## src/rtl/cbus_arbiter_pkg.sv

```systemverilog
// Shared cbus types: request/response structs, burst and size encodings,
// and the arbiter state enum.
package cbus_arbiter_pkg;

  localparam int ADDR_W = 32;
  localparam int DATA_W = 64;
  localparam int STRB_W = DATA_W / 8;
  localparam int LEN_W  = 8;

  typedef enum logic [1:0] {
    BURST_FIXED = 2'd0,
    BURST_INCR  = 2'd1,
    BURST_WRAP  = 2'd2
  } cbus_burst_e;

  typedef enum logic [2:0] {
    SIZE_1B = 3'd0,
    SIZE_2B = 3'd1,
    SIZE_4B = 3'd2,
    SIZE_8B = 3'd3
  } cbus_size_e;

  // len counts beats minus one, so len=0 is a single-beat transfer.
  typedef struct packed {
    logic              valid;
    logic              is_write;
    cbus_size_e        size;
    logic [ADDR_W-1:0] addr;
    logic [STRB_W-1:0] strobe;
    logic [DATA_W-1:0] data;
    logic [LEN_W-1:0]  len;
    cbus_burst_e       burst;
  } cbus_req_t;

  typedef struct packed {
    logic              ready;
    logic              last;
    logic [DATA_W-1:0] data;
  } cbus_resp_t;

  typedef enum logic {
    ARB_IDLE = 1'b0,
    ARB_BUSY = 1'b1
  } arb_state_e;

endpackage

```

## src/rtl/cbus_arbiter_rr_pick.sv

```systemverilog
// Combinational round-robin selector: lowest valid index strictly after
// last_grant_i wins, otherwise wraps to the lowest valid index overall.
module rr_pick
  import cbus_arbiter_pkg::*;
#(
  parameter int NUM_INPUTS = 2,
  parameter int IDX_W      = $clog2(NUM_INPUTS)
) (
  input  logic [NUM_INPUTS-1:0] valid_i,
  input  logic [IDX_W-1:0]      last_grant_i,
  output logic [IDX_W-1:0]      idx_o,
  output logic                  any_o
);

  logic [NUM_INPUTS-1:0] upper;
  logic [NUM_INPUTS-1:0] lower;
  logic                  found;

  // Split requests into those after the last grant and the wrapped remainder;
  // scanning upper first then lower gives the rotating priority.
  always_comb begin
    upper = '0;
    lower = '0;
    for (int i = 0; i < NUM_INPUTS; i++) begin
      if (i > int'(last_grant_i)) begin
        upper[i] = valid_i[i];
      end else begin
        lower[i] = valid_i[i];
      end
    end

    any_o = |valid_i;
    idx_o = '0;
    found = 1'b0;
    for (int i = 0; i < NUM_INPUTS; i++) begin
      if (!found && upper[i]) begin
        idx_o = IDX_W'(i);
        found = 1'b1;
      end
    end
    for (int i = 0; i < NUM_INPUTS; i++) begin
      if (!found && lower[i]) begin
        idx_o = IDX_W'(i);
        found = 1'b1;
      end
    end
  end

endmodule

```

## src/rtl/cbus_arbiter.sv

```systemverilog
// Round-robin N:1 cbus arbiter. One IDLE cycle picks a winner, then BUSY
// forwards that requester to the memory bus until ready&&last or abandon.
module cbus_arbiter
  import cbus_arbiter_pkg::*;
#(
  parameter int NUM_INPUTS = 2
) (
  input  logic       clk,
  input  logic       reset,
  input  cbus_req_t  ireqs  [NUM_INPUTS],
  output cbus_resp_t iresps [NUM_INPUTS],
  output cbus_req_t  oreq,
  input  cbus_resp_t oresp
);

  localparam int               IDX_W    = $clog2(NUM_INPUTS);
  localparam logic [IDX_W-1:0] LAST_IDX = IDX_W'(NUM_INPUTS - 1);

  arb_state_e            state_q, state_d;
  logic [IDX_W-1:0]      sel_q, sel_d;
  logic [IDX_W-1:0]      last_grant_q, last_grant_d;
  logic [IDX_W-1:0]      pick_idx;
  logic                  pick_any;
  logic [NUM_INPUTS-1:0] req_valid;

  always_comb begin
    req_valid = '0;
    for (int i = 0; i < NUM_INPUTS; i++) begin
      req_valid[i] = ireqs[i].valid;
    end
  end

  rr_pick #(
    .NUM_INPUTS(NUM_INPUTS),
    .IDX_W     (IDX_W)
  ) u_rr_pick (
    .valid_i     (req_valid),
    .last_grant_i(last_grant_q),
    .idx_o       (pick_idx),
    .any_o       (pick_any)
  );

  // last_grant resets to the top index so input 0 has first priority.
  always_ff @(posedge clk or posedge reset) begin
    if (reset) begin
      state_q      <= ARB_IDLE;
      sel_q        <= '0;
      last_grant_q <= LAST_IDX;
    end else begin
      state_q      <= state_d;
      sel_q        <= sel_d;
      last_grant_q <= last_grant_d;
    end
  end

  always_comb begin
    state_d      = state_q;
    sel_d        = sel_q;
    last_grant_d = last_grant_q;
    oreq         = '0;
    for (int i = 0; i < NUM_INPUTS; i++) begin
      iresps[i] = '{ready: 1'b0, last: 1'b0, data: oresp.data};
    end

    case (state_q)
      ARB_IDLE: begin
        if (pick_any) begin
          sel_d   = pick_idx;
          state_d = ARB_BUSY;
        end
      end
      ARB_BUSY: begin
        oreq          = ireqs[sel_q];
        iresps[sel_q] = oresp;
        // A dropped valid abandons the grant without rotating priority.
        if (!ireqs[sel_q].valid) begin
          state_d = ARB_IDLE;
        end else if (oresp.ready && oresp.last) begin
          state_d      = ARB_IDLE;
          last_grant_d = sel_q;
        end
      end
      default: state_d = ARB_IDLE;
    endcase
  end

endmodule

```

## config.mk

```make
export PLATFORM = sky130hd
export DESIGN_NAME = cbus_arbiter
export DESIGN_NICKNAME = d
export VERILOG_FILES = /design/src/rtl/cbus_arbiter_pkg.sv /design/src/rtl/cbus_arbiter_rr_pick.sv /design/src/rtl/cbus_arbiter.sv
export SDC_FILE = /design/constraint.sdc
export NUM_CORES = 1
export LEC_CHECK = 0
export BUFFER_PORTS_ARGS = -buffer_cell sky130_fd_sc_hd__buf_2
export CAP_MARGIN = 20
export CORE_AREA = 2 2 217 219
export DETAILED_ROUTE_END_ITERATION = 6
export DIE_AREA = 0 0 219 221
export PLACE_DENSITY = 0.38
export SLEW_MARGIN = 30
export SYNTH_ARGS = -nofsm -noshare
export SYNTH_HDL_FRONTEND = slang
export SYNTH_SLANG_ARGS = --single-unit
```

## constraint.sdc

```tcl
create_clock -name clk -period 1.65 [get_ports clk]
set_input_delay 0.33 -clock clk [delete_from_list [all_inputs] [get_ports clk]]
set_output_delay 0.33 -clock clk [all_outputs]
set_load 0.02 [all_outputs]
```

==> results.md <==
* Clk Latency, worst-skew pair at 0.23 ns
* Nets at roughly 970
* Post-Syn Area at 0.00299 mm2
* Min Clock Period, post-route at between 1.5 and 2 ns
* Row Count at 79
* P per Cell Area at around 1500 mW/mm2
* Final setup vio count at 121
* Top Family by Delay on Critical Path: flip-flops
* CTS tree: built
* Crit path cell chain: buf_12 > buf_16 > mux2i_4 > nor2_1 > buf_4
* Comb pwr share at just over 90%
* Clk_skew at 0.00524 ns
* Hold_ws at 0.00240 ns
* Leak Pwr at 0.00282 uW
* DP HPWL at between 10 and 15 mm
* CP Launch Type: flip-flop
* Syn avg cell area at 7.23 um2
* Drt wl/cell at 12.5 um
* Final core occ at approximately an eighth
* Post-place instance area at 0.00468 mm2
* Crit path kind: flip-flop to output port
* DR iter-0 viols at between 100 and 150
* Final Max Slew Viols at 0
* Detailed Route WL at 16.0 mm
* Maxcap violations at 0
* Worst R2R Path Depth at 4
* Status: complete, but fails checks
* Critical Path Stages at 5
* Failing checks: negative setup slack
* Antenna-violating nets left at 0
* Layout area overhead at 81.7%
* FF/Latch Area at 80.1 um2
* Warnings from Yosys at 0
* CP Capture Type: output port
* Crit path largest cell delay at 0.51 ns
* Die area at 0.0484 mm2
* Maximum fanout along the worst path at 8
* Bufs on Longest Clock Path at 2
* Vias in the first global route at 3606
* Synth Register Bits at 3
* H-Tree Depth at 1
* CP required at ~1.3 ns
* I/O pin cnt at 557
* Final hold vios at 0
* Vias at around 3700
* Port buffer count at about 360
* Post-synthesis mux area share at 39.9%
* Multi-input gate area at ~0.0019 mm2
* Largest family of logic cells by synthesized area: multiplexers
* Data arrival, critical path at between 1.5 and 2 ns
* Area of the core at 0.0461 mm2
* RSZ-0062 raised after global routing: yes
* Measured slew at the worst slew-check pin at 0.371 ns
* Total grt overflow at 0
* Switching Fraction at between 40% and 50%
* Post-Synth Simple-Gate Area at roughly 17%
* Xor/xnor cell area share of the yosys netlist at 0%
* F_max at between 500 and 600 MHz
* CTS buffer count at 3
* Final setup margin at -0.224 ns
* Clock power share at 4.8%
* Adder-Cell Fraction of Synth Area at 0%
* Worst min-delay path class: input pin to async pin
* First-pass GRT wire length at 21.0 mm
* 1st-pass router iterations at 6
* Internal power at 4130 uW
* Drt drc at 0
* Net Switching at 3980 uW
* Post-Synthesis Net Count at roughly 720
* Finished layout cell area at around 0.0054 mm2
* Reg power frac at approximately 2.0%
* Fillers at 5362
* Die Span Y at 221 um
* Vias/cell at 2.90
* Number of buffers and inverters on the critical path at 3
* Seq/Total Area, Yosys at 2.55%
* Root buf cell: clkbuf_16
* Die width at between 200 and 250 um
* Peak VDD IR at ~0.00056 V
* Clock Sinks at 3
* Syn Inst Count at between 400 and 500
* GRT Total Usage at 5.82%
* Synth unique cells at 19
* Max stage delay cell, worst path: dfrtp_4
* Share of layout cells above drive strength 1 at 64.3%
* Initial Utilization at 6.49%
* Final Cycle Share at 114%
* Normalized max-slew margin at between 70% and 80%
* Total Power at about 8000 uW
* Placer Congestion at 0.681
* Clock slew at reported path FFs at 0.03 ns
* Largest net degree at the start of global routing at 73
* Compound-Gate Fraction of Synth Area at under 10%
* CTS Hold Bufs at 0
* Initial antenna violation count at 9
## per-stage QoR
step	TNS, ns	worst slack, ns	instances
floorplan	0	0.149	413
global placement	-0.130	-0.0762	1257
detailed placement	-0.132	-0.0678	1257
CTS	-19.22	-0.219	1270
global route	-24.97	-0.290	1275
finish	-17.89	-0.224	1275
## power groups by stage
stage                     sequential, uW  clock [uW]  combinational, uW
after floorplan                      128           0               4530
after global placement               151           0               6050
after detailed placement             153           0               6030
after CTS                            161         396               7260
after global routing                 166         404               8050
final                                161         389               7560
## cells in the mapped netlist (all sizes together)
master | n | area, um2
a32o | 1 | 10.0
a41oi | 1 | 8.76
and2 | 1 | 6.26
and3 | 2 | 12.5
buf | 154 | 1170
clkbuf | 1 | 3.75
dfrtp | 2 | 50.1
dfstp | 1 | 26.3
inv | 3 | 11.3
mux2i | 119 | 1190
nand2 | 2 | 7.51
nand2b | 1 | 6.26
nand4 | 1 | 6.26
nor2 | 122 | 458
o22ai | 1 | 6.26
o2bb2ai | 1 | 8.76
## layout make-up
class                   count  share of cell area, %
multi-input cells         252                   34.2
diodes                      2                 0.0922
clock buffers               4                   1.45
repair buffers            404                   48.5
flip-flops and latches      3                   1.48
well taps                 607                   14.0
inverters                   3                  0.300
## path summary, 6_finish.rpt
path	start	end	slack, ns
max in group asynchronous	reset	last_grant_q	1.42
min in group clk	oresp[64]	last_grant_q	0.45
worst max-delay path	sel_q	oreq[54]	-0.22
worst max register to register	sel_q	state_q	0.43
worst min-delay path	reset	state_q	0.002
worst min register to register	last_grant_q	last_grant_q	0.50
## registers in the layout, summed over array words and instances, names as in the netlist
name	flops
sel_q	1
last_grant_q	1
state_q	1
## per-layer routing
layer  GRT usage [%]  up-vias  part of all wire (%)
met5               0        -                  0.18
met2            11.7      311                    52
li1                -     1742                     -
met1            4.69     1557                    30
met4            3.40        4                   5.4
met3            2.02       78                    13
## cells in the final DEF, fill, tap and decap left out
cell       count
dfrtp_4        1
clkbuf_1       1
mux2i_1      106
clkbuf_16      4
inv_1          1
o2bb2ai_1      1
buf_4         81
nor2_4         2
mux2i_4        7
buf_8          9
and3_1         1
nand2_1        2
buf_2        288
buf_6         13
o22ai_1        1
dfstp_2        1
dfrtp_1        1
inv_4          2
and3_4         1
nand2b_1       1
buf_12         7
a41oi_1        1
nor2_1       119
nand4_1        1
diode_2        2
buf_16         5
and2_1         1
nor2_2         1
a32o_1         1
mux2i_2        6
## kinds of logic (layout without fill, tap and decap cells)
kind of cell	after synthesis	after routing
AND/OR/NAND/NOR	129	129
other	0	2
multiplexers	119	119
buffers and inverters	158	411
AO/OA/AOI/OAI	4	4
flip-flops	3	3
## what timing repair did
action                     CTS  global route
gates cloned                 3             1
gates resized for setup     92            48
setup buffers                6             2
setup endpoints to repair  110           123
pin swaps                    1            22
(Power assumes the default switching activity.)
